===== config.mk =====
export PLATFORM = sky130hd
export DESIGN_NAME = driver_stream_rx_flat
export DESIGN_NICKNAME = d
export VERILOG_FILES = /design/src/rtl/driver_stream_rx_if.sv /design/src/rtl/driver_stream_rx.sv /design/src/flat_wrapper.sv
export SDC_FILE = /design/constraint.sdc
export NUM_CORES = 1
export LEC_CHECK = 0
export BUFFER_PORTS_ARGS = -buffer_cell sky130_fd_sc_hd__buf_2
export CORE_ASPECT_RATIO = 1.5
export CORE_MARGIN = 2
export CORE_UTILIZATION = 50
export CTS_CLUSTER_DIAMETER = 200
export CTS_CLUSTER_SIZE = 10
export DETAILED_ROUTE_END_ITERATION = 8
export GPL_ROUTABILITY_DRIVEN = 1
export PLACE_DENSITY = 0.79
export SLEW_MARGIN = 5
export SYNTH_ARGS = -nofsm -noshare
export SYNTH_HDL_FRONTEND = slang
export SYNTH_SLANG_ARGS = --single-unit

===== constraint.sdc =====
create_clock -name clk_hse -period 5.5 [get_ports clk_hse]
set_clock_uncertainty 0.05 [all_clocks]
set_input_delay 0.275 -clock clk_hse [delete_from_list [all_inputs] [get_ports clk_hse]]
set_output_delay 0.275 -clock clk_hse [all_outputs]
set_load 0.01 [all_outputs]

===== src/rtl/driver_stream_rx_if.sv =====
// Decoded-command bundle produced by driver_stream_rx.
//   master : the decoder, drives every field
//   slave  : a consumer (checker, register bank, testbench monitor)
// Fields:
//   rx_cmd_valid   one-cycle strobe, a command was decoded
//   rx_cmd         0 WRTGS, 1 LATGS, 2 WRTFC, 3 LINERESET, 4 FCWRTEN, 7 INVALID
//   rx_data        48-bit shift register at decode, first-received bit in [47]
//   rx_nbits       SCLK rises since the previous decode (saturating 255)
//   rx_fc_err      WRTFC seen without a directly preceding FCWRTEN
//   rx_gs_words    grayscale words in the last segment
//   rx_gclk_count  GCLK rises in the last segment (saturating 2047)
interface driver_stream_rx_if;
  logic        rx_cmd_valid;
  logic [2:0]  rx_cmd;
  logic [47:0] rx_data;
  logic [7:0]  rx_nbits;
  logic        rx_fc_err;
  logic [3:0]  rx_gs_words;
  logic [10:0] rx_gclk_count;

  modport master (
    output rx_cmd_valid, rx_cmd, rx_data, rx_nbits, rx_fc_err, rx_gs_words, rx_gclk_count
  );
  modport slave (
    input  rx_cmd_valid, rx_cmd, rx_data, rx_nbits, rx_fc_err, rx_gs_words, rx_gclk_count
  );
endinterface


===== src/rtl/driver_stream_rx.sv =====
// Receive-side decoder for the LED-driver serial stream (SCLK/LAT/SIN/GCLK).
// Oversamples one SIN lane on clk_hse, rebuilds LAT commands and their 48-bit
// payloads, counts grayscale words per segment and, optionally, GCLK rises.
// Optional feature macro: DRIVER_STREAM_RX_GCLK_MON_EN (GCLK segment monitor).
// Ports:
//   clk_hse      sampling clock
//   nrst         asynchronous active-low reset
//   driver_sclk  observed SCLK (async)
//   driver_gclk  observed GCLK (async, used only with the monitor enabled)
//   driver_lat   observed LAT (async)
//   drivers_sin  observed SIN lanes (async)
//   lane_sel     lane to decode, captured only while no command is in progress
//   rx           decoded-command bundle (driver_stream_rx_if.master)
module driver_stream_rx #(
  parameter int LANES = 30
) (
  input  logic             clk_hse,
  input  logic             nrst,
  input  logic             driver_sclk,
  input  logic             driver_gclk,
  input  logic             driver_lat,
  input  logic [LANES-1:0] drivers_sin,
  input  logic [4:0]       lane_sel,
  driver_stream_rx_if.master rx
);

  localparam logic [2:0] CMD_WRTGS     = 3'd0;
  localparam logic [2:0] CMD_LATGS     = 3'd1;
  localparam logic [2:0] CMD_WRTFC     = 3'd2;
  localparam logic [2:0] CMD_LINERESET = 3'd3;
  localparam logic [2:0] CMD_FCWRTEN   = 3'd4;
  localparam logic [2:0] CMD_INVALID   = 3'd7;

  function automatic logic [7:0] sat_inc8(input logic [7:0] v);
    return (v == 8'hFF) ? v : v + 8'd1;
  endfunction

  function automatic logic [4:0] sat_inc5(input logic [4:0] v);
    return (v == 5'h1F) ? v : v + 5'd1;
  endfunction

  function automatic logic [3:0] sat_inc4(input logic [3:0] v);
    return (v == 4'hF) ? v : v + 4'd1;
  endfunction

  logic        sclk_p0_q, sclk_p1_q, sclk_p2_q;
  logic        lat_p0_q, lat_p1_q, lat_p2_q;
  logic        sin_p0_q, sin_p1_q;
  logic        sin_sel;
  logic [4:0]  lane_q, lane_d;
  logic [47:0] shreg_q, shreg_d, shreg_inc;
  logic [7:0]  nbits_q, nbits_d, nbits_inc;
  logic [4:0]  lat_cnt_q, lat_cnt_d, lat_cnt_inc;
  logic        fc_unlock_q, fc_unlock_d;
  logic [3:0]  gs_cnt_q, gs_cnt_d;
  logic        vld_q, vld_d;
  logic [2:0]  cmd_q, cmd_d, dec_cmd;
  logic [47:0] data_q, data_d;
  logic [7:0]  onb_q, onb_d;
  logic        err_q, err_d;
  logic [3:0]  gsw_q, gsw_d;
  logic        sclk_rise, lat_fall, lat_eff, seg_end;

  // Lane select is applied ahead of the synchronizer so only one SIN bit is synced.
  assign sin_sel = (32'(lane_q) < LANES) ? drivers_sin[lane_q] : 1'b0;

  // Stage p0/p1: 2-FF synchronizers, p2: history flop for edge detect
  always_ff @(posedge clk_hse or negedge nrst) begin
    if (!nrst) begin
      sclk_p0_q <= 1'b0; sclk_p1_q <= 1'b0; sclk_p2_q <= 1'b0;
      lat_p0_q  <= 1'b0; lat_p1_q  <= 1'b0; lat_p2_q  <= 1'b0;
      sin_p0_q  <= 1'b0; sin_p1_q  <= 1'b0;
    end else begin
      sclk_p0_q <= driver_sclk; sclk_p1_q <= sclk_p0_q; sclk_p2_q <= sclk_p1_q;
      lat_p0_q  <= driver_lat;  lat_p1_q  <= lat_p0_q;  lat_p2_q  <= lat_p1_q;
      sin_p0_q  <= sin_sel;     sin_p1_q  <= sin_p0_q;
    end
  end

  assign sclk_rise = sclk_p1_q & ~sclk_p2_q;
  assign lat_fall  = ~lat_p1_q & lat_p2_q;
  // An SCLK rise landing on the LAT-fall sample still counts as a LAT-high bit.
  assign lat_eff   = lat_p1_q | lat_fall;

  // Shift/count results including the current sample, so a same-cycle decode sees them.
  assign shreg_inc   = sclk_rise ? {shreg_q[46:0], sin_p1_q} : shreg_q;
  assign nbits_inc   = sclk_rise ? sat_inc8(nbits_q) : nbits_q;
  assign lat_cnt_inc = (sclk_rise && lat_eff) ? sat_inc5(lat_cnt_q) : lat_cnt_q;

  always_comb begin
    dec_cmd = CMD_INVALID;
    case (lat_cnt_inc)
      5'd1:    dec_cmd = CMD_WRTGS;
      5'd3:    dec_cmd = CMD_LATGS;
      5'd5:    dec_cmd = CMD_WRTFC;
      5'd7:    dec_cmd = CMD_LINERESET;
      5'd15:   dec_cmd = CMD_FCWRTEN;
      default: dec_cmd = CMD_INVALID;
    endcase
  end

  assign seg_end = lat_fall && ((dec_cmd == CMD_LATGS) || (dec_cmd == CMD_LINERESET));

  always_comb begin
    lane_d      = lane_q;
    shreg_d     = shreg_inc;
    nbits_d     = nbits_inc;
    lat_cnt_d   = lat_cnt_inc;
    fc_unlock_d = fc_unlock_q;
    gs_cnt_d    = gs_cnt_q;
    vld_d       = 1'b0;
    cmd_d       = cmd_q;
    data_d      = data_q;
    onb_d       = onb_q;
    err_d       = err_q;
    gsw_d       = gsw_q;
    if ((lat_cnt_q == 5'd0) && (nbits_q == 8'd0)) begin
      lane_d = lane_sel;
    end
    if (lat_fall) begin
      vld_d       = 1'b1;
      cmd_d       = dec_cmd;
      data_d      = shreg_inc;
      onb_d       = nbits_inc;
      err_d       = (dec_cmd == CMD_WRTFC) && !fc_unlock_q;
      fc_unlock_d = (dec_cmd == CMD_FCWRTEN);
      nbits_d     = 8'd0;
      lat_cnt_d   = 5'd0;
      if (dec_cmd == CMD_WRTGS) begin
        gs_cnt_d = sat_inc4(gs_cnt_q);
      end
      if (seg_end) begin
        gsw_d    = sat_inc4(gs_cnt_q);
        gs_cnt_d = 4'd0;
      end
    end
  end

  // Decode/output register stage
  always_ff @(posedge clk_hse or negedge nrst) begin
    if (!nrst) begin
      lane_q      <= '0;
      shreg_q     <= '0;
      nbits_q     <= '0;
      lat_cnt_q   <= '0;
      fc_unlock_q <= 1'b0;
      gs_cnt_q    <= '0;
      vld_q       <= 1'b0;
      cmd_q       <= '0;
      data_q      <= '0;
      onb_q       <= '0;
      err_q       <= 1'b0;
      gsw_q       <= '0;
    end else begin
      lane_q      <= lane_d;
      shreg_q     <= shreg_d;
      nbits_q     <= nbits_d;
      lat_cnt_q   <= lat_cnt_d;
      fc_unlock_q <= fc_unlock_d;
      gs_cnt_q    <= gs_cnt_d;
      vld_q       <= vld_d;
      cmd_q       <= cmd_d;
      data_q      <= data_d;
      onb_q       <= onb_d;
      err_q       <= err_d;
      gsw_q       <= gsw_d;
    end
  end

  assign rx.rx_cmd_valid = vld_q;
  assign rx.rx_cmd       = cmd_q;
  assign rx.rx_data      = data_q;
  assign rx.rx_nbits     = onb_q;
  assign rx.rx_fc_err    = err_q;
  assign rx.rx_gs_words  = gsw_q;

`ifdef DRIVER_STREAM_RX_GCLK_MON_EN
  function automatic logic [10:0] sat_inc11(input logic [10:0] v);
    return (v == 11'h7FF) ? v : v + 11'd1;
  endfunction

  logic        gclk_p0_q, gclk_p1_q, gclk_p2_q;
  logic [10:0] gclk_cnt_q, gclk_cnt_d, gclk_cnt_inc;
  logic [10:0] gclk_out_q, gclk_out_d;

  assign gclk_cnt_inc = (gclk_p1_q & ~gclk_p2_q) ? sat_inc11(gclk_cnt_q) : gclk_cnt_q;

  always_comb begin
    gclk_cnt_d = gclk_cnt_inc;
    gclk_out_d = gclk_out_q;
    if (seg_end) begin
      gclk_out_d = gclk_cnt_inc;
      gclk_cnt_d = 11'd0;
    end
  end

  // GCLK synchronizer and segment counter stage
  always_ff @(posedge clk_hse or negedge nrst) begin
    if (!nrst) begin
      gclk_p0_q  <= 1'b0; gclk_p1_q <= 1'b0; gclk_p2_q <= 1'b0;
      gclk_cnt_q <= '0;
      gclk_out_q <= '0;
    end else begin
      gclk_p0_q  <= driver_gclk; gclk_p1_q <= gclk_p0_q; gclk_p2_q <= gclk_p1_q;
      gclk_cnt_q <= gclk_cnt_d;
      gclk_out_q <= gclk_out_d;
    end
  end

  assign rx.rx_gclk_count = gclk_out_q;
`else
  logic unused_gclk;
  assign unused_gclk      = driver_gclk;
  assign rx.rx_gclk_count = '0;
`endif

endmodule


===== src/flat_wrapper.sv =====
// flat-port wrapper written by rule: the top's interface ports become plain ports
module driver_stream_rx_flat 
#(
  parameter int LANES = 30
)
  (clk_hse, nrst, driver_sclk, driver_gclk, driver_lat, drivers_sin, lane_sel, rx_rx_cmd_valid, rx_rx_cmd, rx_rx_data, rx_rx_nbits, rx_rx_fc_err, rx_rx_gs_words, rx_rx_gclk_count);
  driver_stream_rx_if rx_i ();
  input  logic clk_hse;
  input  logic nrst;
  input  logic driver_sclk;
  input  logic driver_gclk;
  input  logic driver_lat;
  input  logic [LANES-1:0] drivers_sin;
  input  logic [4:0] lane_sel;
  output wire logic [$bits(rx_i.rx_cmd_valid)-1:0] rx_rx_cmd_valid;
  output wire logic [$bits(rx_i.rx_cmd)-1:0] rx_rx_cmd;
  output wire logic [$bits(rx_i.rx_data)-1:0] rx_rx_data;
  output wire logic [$bits(rx_i.rx_nbits)-1:0] rx_rx_nbits;
  output wire logic [$bits(rx_i.rx_fc_err)-1:0] rx_rx_fc_err;
  output wire logic [$bits(rx_i.rx_gs_words)-1:0] rx_rx_gs_words;
  output wire logic [$bits(rx_i.rx_gclk_count)-1:0] rx_rx_gclk_count;
  assign rx_rx_cmd_valid = rx_i.rx_cmd_valid;
  assign rx_rx_cmd = rx_i.rx_cmd;
  assign rx_rx_data = rx_i.rx_data;
  assign rx_rx_nbits = rx_i.rx_nbits;
  assign rx_rx_fc_err = rx_i.rx_fc_err;
  assign rx_rx_gs_words = rx_i.rx_gs_words;
  assign rx_rx_gclk_count = rx_i.rx_gclk_count;
  driver_stream_rx #(.LANES(LANES)) u_core (.clk_hse(clk_hse), .nrst(nrst), .driver_sclk(driver_sclk), .driver_gclk(driver_gclk), .driver_lat(driver_lat), .drivers_sin(drivers_sin), .lane_sel(lane_sel), .rx(rx_i));
endmodule

# Word level (Yosys, flattened, before mapping)

Index checks and enable logic that the tools add are counted.

Flip-flop bits (word level): 144
Output and inout bits: 76

Add/subtract/negate cells: 3
$lt $le $gt $ge: 2
Equal/unequal tests: 12
Muxes and demuxes: 15
Bitwise gates (word level): 5
Reduce and logical (&&, ||, !) cells: 12

Operators by type and width:

| cell                                                | number |
|---|---|
| two-way mux 48 bit                                  | 1 |
| two-way mux 8 bit                                   | 3 |
| two-way mux 5 bit                                   | 3 |
| one-hot mux 3 bit (5 select lines)                  | 1 |
| two-way mux 4 bit                                   | 3 |
| equality test 5 x 3 -> 1 bit, second input constant | 2 |
| adder 8 x 1 -> 8 bit, second input constant         | 1 |
| equality test 8 bit, second input constant          | 1 |
| logical NOT 8 bit                                   | 1 |
| equality test 3 x 2 -> 1 bit, second input constant | 2 |
| < comparator 5 x 6 -> 1 bit, second input constant  | 1 |
| adder 5 x 1 -> 5 bit, second input constant         | 1 |
| binary-select mux 1 bit (select 5 bit)              | 1 |
| equality test 5 x 1 -> 1 bit, second input constant | 1 |
| equality test 5 x 2 -> 1 bit, second input constant | 1 |
| equality test 5 x 4 -> 1 bit, second input constant | 1 |
| equality test 5 bit, second input constant          | 1 |
| logical NOT 5 bit                                   | 1 |
| < comparator 5 bit, second input constant           | 1 |
| adder 4 x 1 -> 4 bit, second input constant         | 1 |
| equality test 4 bit, second input constant          | 1 |
| logical AND 1 bit                                   | 4 |
| AND reduction 2 bit                                 | 2 |
| equality test 3 x 1 -> 1 bit, second input constant | 1 |
| 9 further kinds                                     | 13 |

# Longest topological paths before layout

Word-level depth: 12
Gate-level depth with buffers: 8
Depth with buffers taken out: 6

# Least setup slack after synthesis

OpenSTA, ideal clock, no wires.

Path kind: reg-to-reg
Start: register u_core.lat_cnt_q[0]
End: register u_core.gsw_q[0] (netlist: u_core.rx.rx_gs_words[0])
Library setup time: 125 ps
Data arrival time: 2189 ps
Path slack: 3136 ps
Stages on the path, launching flop included: 8
Path buffers: 1
Period minus slack after synthesis: 2364 ps
Cell sequence: dfrtp_1 -> ha_1 -> buf_2 -> and3_1 -> a211oi_2 -> mux2_2 -> and2_2 -> mux2_2

Longest elaborated chain between the ends: 9

RTL lines:

| element                                                                             | RTL line                | text |
|---|---|---|
| from (decl)                                                                         | driver_stream_rx.sv:53  | `logic [4:0] lat_cnt_q, lat_cnt_d, lat_cnt_inc;` |
| from (signal assigned)                                                              | driver_stream_rx.sv:158 | `lat_cnt_q <= lat_cnt_d;` |
| adder 5 x 1 -> 5 bit / equality test 5 bit (equally long branches)                  | driver_stream_rx.sv:39  | `return (v == 5'h1F) ? v : v + 5'd1;` |
| two-way mux 5 bit                                                                   | driver_stream_rx.sv:39  |  |
| two-way mux 5 bit (*)                                                               | driver_stream_rx.sv:88  | `assign lat_cnt_inc = (sclk_rise && lat_eff) ? sat_inc5(lat_cnt_q) : lat_cnt_q;` |
| equality test 5 x 4 -> 1 bit, or another cell as far along                          | driver_stream_rx.sv:92  | `case (lat_cnt_inc)` |
| one-hot mux 3 bit (5 select lines) (*)                                              | driver_stream_rx.sv:92  |  |
| equality test 3 x 1 -> 1 bit / equality test 3 x 2 -> 1 bit (equally long branches) | driver_stream_rx.sv:102 | `assign seg_end = lat_fall && ((dec_cmd == CMD_LATGS) \|\| (dec_cmd == CMD_LINERESET));` |
| logical OR 1 bit (*)                                                                | driver_stream_rx.sv:102 |  |
| logical AND 1 bit (*)                                                               | driver_stream_rx.sv:102 |  |
| AND reduction 2 bit (no source line) (*)                                            | n/a                     |  |
| to (signal assigned)                                                                | driver_stream_rx.sv:166 | `gsw_q <= gsw_d;` |
| to (decl)                                                                           | driver_stream_rx.sv:61  | `logic [3:0] gsw_q, gsw_d;` |

Every way passes the cells marked *; elsewhere a longest branch is shown, timed or not.
A chain may end at the register's enable or synchronous reset.

# Worst setup path in the final report

Start: register u_core.lat_cnt_q[0]
End: register u_core.gsw_q[3] (netlist: u_core.rx.rx_gs_words[3])

The elaborated chain is that of the path after synthesis.

==> results.py <==
metrics = {
    "power_and_ir_drop": {
        "p_leak_uw": 0.00360,
        "vdd_drop_max_mv": 0.252,
        "total_power_uw": 2960,
        "p_int_uw": 2110,
        "clock_power_share_pct": 37.8,
        "power_density_nw_per_um2": 410,
        "share_comb_of_total_power_pct": 17.3,
        "switching_share_pct": 28.7,
        "netSwitchingPower_uw": 851,
        "power_frac_seq_pct": 44.9,
    },
    "global_routing": {
        "grt_usage_pct": 20.4,
        "grt_max_degree": 115,
        "grt.overflow.total": 0,
        "grt_pass1_wl_um": 21200,
        "antenna_found_initial": 0,
        "grt_pass1_vias": 4604,
    },
    "clock_network": {
        "clock_latency_ps": 410,
        "cts-root-buf": "clkbuf_16",
        "cts_tree": "done",
        "post_cts_resized": 0,
        "cts_made_buffers": 17,
        "cts_htree_levels": 4,
        "clock-sinks": 144,
        "post-cts-setup-buffer-count": 0,
        "clk_pin_slew_ps": 60,
        "cts_buffer_depth": 2,
    },
    "timing": {
        "slew_viol_final": 0,
        "fin_crit_sh_pct": 55.7,
        "rsz0062_at_grt": "false",
        "timing.fmax_mhz": 326,
        "tightestPinTransition_ps": 1070,
        "setup_tns_ps": 0,
        "period_minus_slack_ps": 3060,
        "setup_viol": 0,
        "relSlewSlack_pct": 28.6,
        "hold_viol_final": 0,
    },
    "yosys": {
        "synth_area_um2": 6020,
        "synth_cell_types": 48,
        "synthTopCellsByArea": "dfrtp_1 60%, nand2_1 10%, a31oi_1 5.2%, nor2_1 4.4%, mux4_2 3.0%",
        "ys_ff_latch": 144,
        "synthArstFlopShare_pct": 100,
        "yosys_warnings": 0,
        "yosysSeqAreaShare_pct": 59.9,
        "postSynthAreaPerCell_um2": 10.2,
        "ys.flop_type": "dfrtp_1",
        "yosysTopAreaCell": "dfrtp_1",
        "syn-instance-count": 591,
        "synth_top_area_share_pct": 59.9,
        "synth_edf_count": 0,
    },
    "setup_path": {
        "critPathMaxFanout": 11,
        "worst-endpoint-arrival_ps": 3310,
        "startpoint_type": "register",
        "worstSetupEndpointType": "register",
        "rrSetupSlack_ps": 2440,
        "path_class": "reg2reg",
        "worstPathRequired_ps": 5740,
    },
    "route": {
        "route.detailed.drc": 0,
        "routed_via_density": 5.39,
        "wl_per_cell_um": 14.4,
        "num_vias": 4601,
        "routed_wl_um": 12300,
        "drt_iter0_drc": 270,
        "drtAntennaViolNets": 0,
        "dr.pass1.iters": 5,
    },
    "placement": {
        "dpl.hpwl_um": 7980,
        "gp_congestion": 0.793,
        "portBuffers": 103,
    },
    "min_path": {
        "hold_class": "in2reg",
    },
    "floorplan": {
        "dieArea_um2": 12900,
        "io_pins": 116,
        "die_w_um": 93.6,
        "start_util_pct": 50.6,
        "die_h_um": 138,
        "std_cell_rows": 49,
        "fp.coreArea_um2": 11900,
    },
    "layout": {
        "nets": 733,
        "n_antenna_cell": 0,
        "multi_input_area_um2": 2220,
        "num-fill-cells": 1005,
        "drive_above_1_share_pct": 23.7,
        "area_delta_synth_final_pct": 20.0,
        "seq_area_um2": 3600,
        "final_util_pct": 60.7,
    },
    "run_status": {
        "outcome": "complete, no violations",
    },
    "run": {
        "drv_cap": 0,
    },
}
-- repair_timing --
| item | 4_1_cts | 5_1_grt |
|---|---|---|
| endpoints found under the hold margin | 79 | 0 |
| hold buffers | 3 | 0 |
| setup endpoints to repair | 0 | 0 |
-- power by group through the flow --
| stage | Combinational (uW) | Sequential [uW] | Clock [uW] |
|---|---|---|---|
| 2_1_floorplan | 342 | 1340 | 0 |
| 3_3_place_gp | 496 | 1340 | 0 |
| 6_report | 512 | 1330 | 1120 |
| 4_1_cts | 520 | 1330 | 1140 |
| 3_5_place_dp | 515 | 1350 | 0 |
| 5_1_grt | 574 | 1350 | 1180 |
-- final timing paths --
path,start,endpoint,depth (start not counted)
hold / removal,lane_sel[0],u_core.lane_q[0]$_DFFE_PN0P_,2
max in group asynchronous,nrst,u_core.rx.rx_data[2]$_DFFE_PN0P_,3
hold reg to reg,u_core.sclk_p0_q$_DFF_PN0_,u_core.sclk_p1_q$_DFF_PN0_,0
min in group asynchronous,nrst,u_core.lane_q[2]$_DFFE_PN0P_,2
setup reg to reg,u_core.lat_cnt_q[0]$_DFF_PN0_,u_core.rx.rx_gs_words[3]$_DFFE_PN0P_,6
setup / recovery,u_core.lat_cnt_q[0]$_DFF_PN0_,u_core.rx.rx_gs_words[3]$_DFFE_PN0P_,6
-- cell families (layout without fill, tap and decap cells) --
logic type,after synthesis,count (layout),synth area share (%)
other cells,1,11,0.0623
flops,144,144,59.9
compound gates,93,93,10.1
buf+inv,51,151,3.99
mux,24,24,5.86
simple gates,266,266,18.0
fa+ha+maj,5,5,1.04
xor+xnor,7,7,1.02
-- critical path, cell delays in order (launching register included) --
cell and delay (ps):
dfrtp_1 470, ha_1 340, and3_1 260, or4_1 470, a221oi_2 690, and2_2 320, mux2_2 340
-- metrics by stage --
stage | instance area (um^2) | hold slack (ps) | setup slack, ps | std cells
final | 7220 | 44.7 | 2440 | 854
after global routing | 7220 | 37.8 | 2260 | 854
after CTS | 7220 | 31.4 | 2460 | 854
after detailed placement | 6600 | 285 | 2530 | 819
after global placement | 6600 | 285 | 2610 | 819
after floorplan | 6060 | -70.6 | 3140 | 601
-- registers in the layout, indices dropped and copies added, names as in the netlist --
register / cells
u_core.sclk_p0_q: 1
u_core.shreg_q: 48
u_core.nbits_q: 8
u_core.lat_cnt_q: 5
u_core.lat_p2_q: 1
u_core.fc_unlock_q: 1
u_core.rx.rx_nbits: 8
u_core.sin_p0_q: 1
u_core.rx.rx_cmd_valid: 1
u_core.rx.rx_gs_words: 4
u_core.lat_p1_q: 1
u_core.rx.rx_fc_err: 1
u_core.sclk_p1_q: 1
u_core.sin_p1_q: 1
u_core.rx.rx_data: 48
u_core.lane_q: 5
u_core.sclk_p2_q: 1
u_core.gs_cnt_q: 4
u_core.rx.rx_cmd: 3
u_core.lat_p0_q: 1
-- area by class of cell --
cell class                      instances  share of cell area (%)
Tap cell                              153                    2.65
Sequential cell                       144                    49.9
Clock buffer                           18                    6.08
Inverter                                9                   0.485
Clock inverter                         14                    2.03
Multi-Input combinational cell        406                    30.8
Timing Repair Buffer                  110                    8.06
-- cells in the mapped netlist, drive strengths merged (2+ instances only) --
cell	number
a211oi	4
a21oi	11
a22o	2
a31oi	50
and3	4
buf	19
clkbuf	23
dfrtp	144
ha	5
inv	8
mux2	10
mux2i	6
mux4	8
nand2	163
nand2b	3
nand3	6
nand4	4
nor2	70
nor2b	3
nor3	4
o21ai	14
o31a	2
o32ai	2
or4	3
xnor2	2
xor2	5
-- cell usage in the layout (no fill, tap or decap), types with 2 or more instances in the layout --
cell type | netlist | layout
a211oi_1 | 3 | 3
a21oi_1 | 11 | 11
a22o_1 | 2 | 2
a31oi_1 | 50 | 50
and3_1 | 4 | 4
buf_2 | 3 | 102
buf_4 | 12 | 4
clkbuf_16 | 0 | 17
clkinv_4 | 0 | 3
clkinvlp_4 | 0 | 4
conb_1 | 1 | 11
dfrtp_1 | 144 | 144
dlygate4sd3_1 | 0 | 3
ha_1 | 5 | 5
inv_1 | 8 | 8
inv_6 | 0 | 3
inv_8 | 0 | 3
mux2_2 | 10 | 10
mux2i_1 | 6 | 6
mux4_2 | 8 | 8
nand2_1 | 163 | 163
nand2b_1 | 3 | 2
nand3_1 | 6 | 6
nand4_1 | 4 | 4
nor2_1 | 70 | 70
nor2b_1 | 3 | 2
nor3_1 | 4 | 4
o21ai_0 | 13 | 13
o31a_1 | 2 | 2
or4_1 | 2 | 2
xnor2_1 | 2 | 2
xor2_1 | 5 | 5
-- routing by layer --
| layer | global-route usage, % | wire [um] |
|---|---|---|
| met1 | 25.2 | 5010 |
| met2 | 34.0 | 6400 |
| met3 | 4.52 | 599 |
| met4 | 9.08 | 291 |
| met5 | 0 | 0 |
No activity file was read; power rests on OpenSTA's default activity.
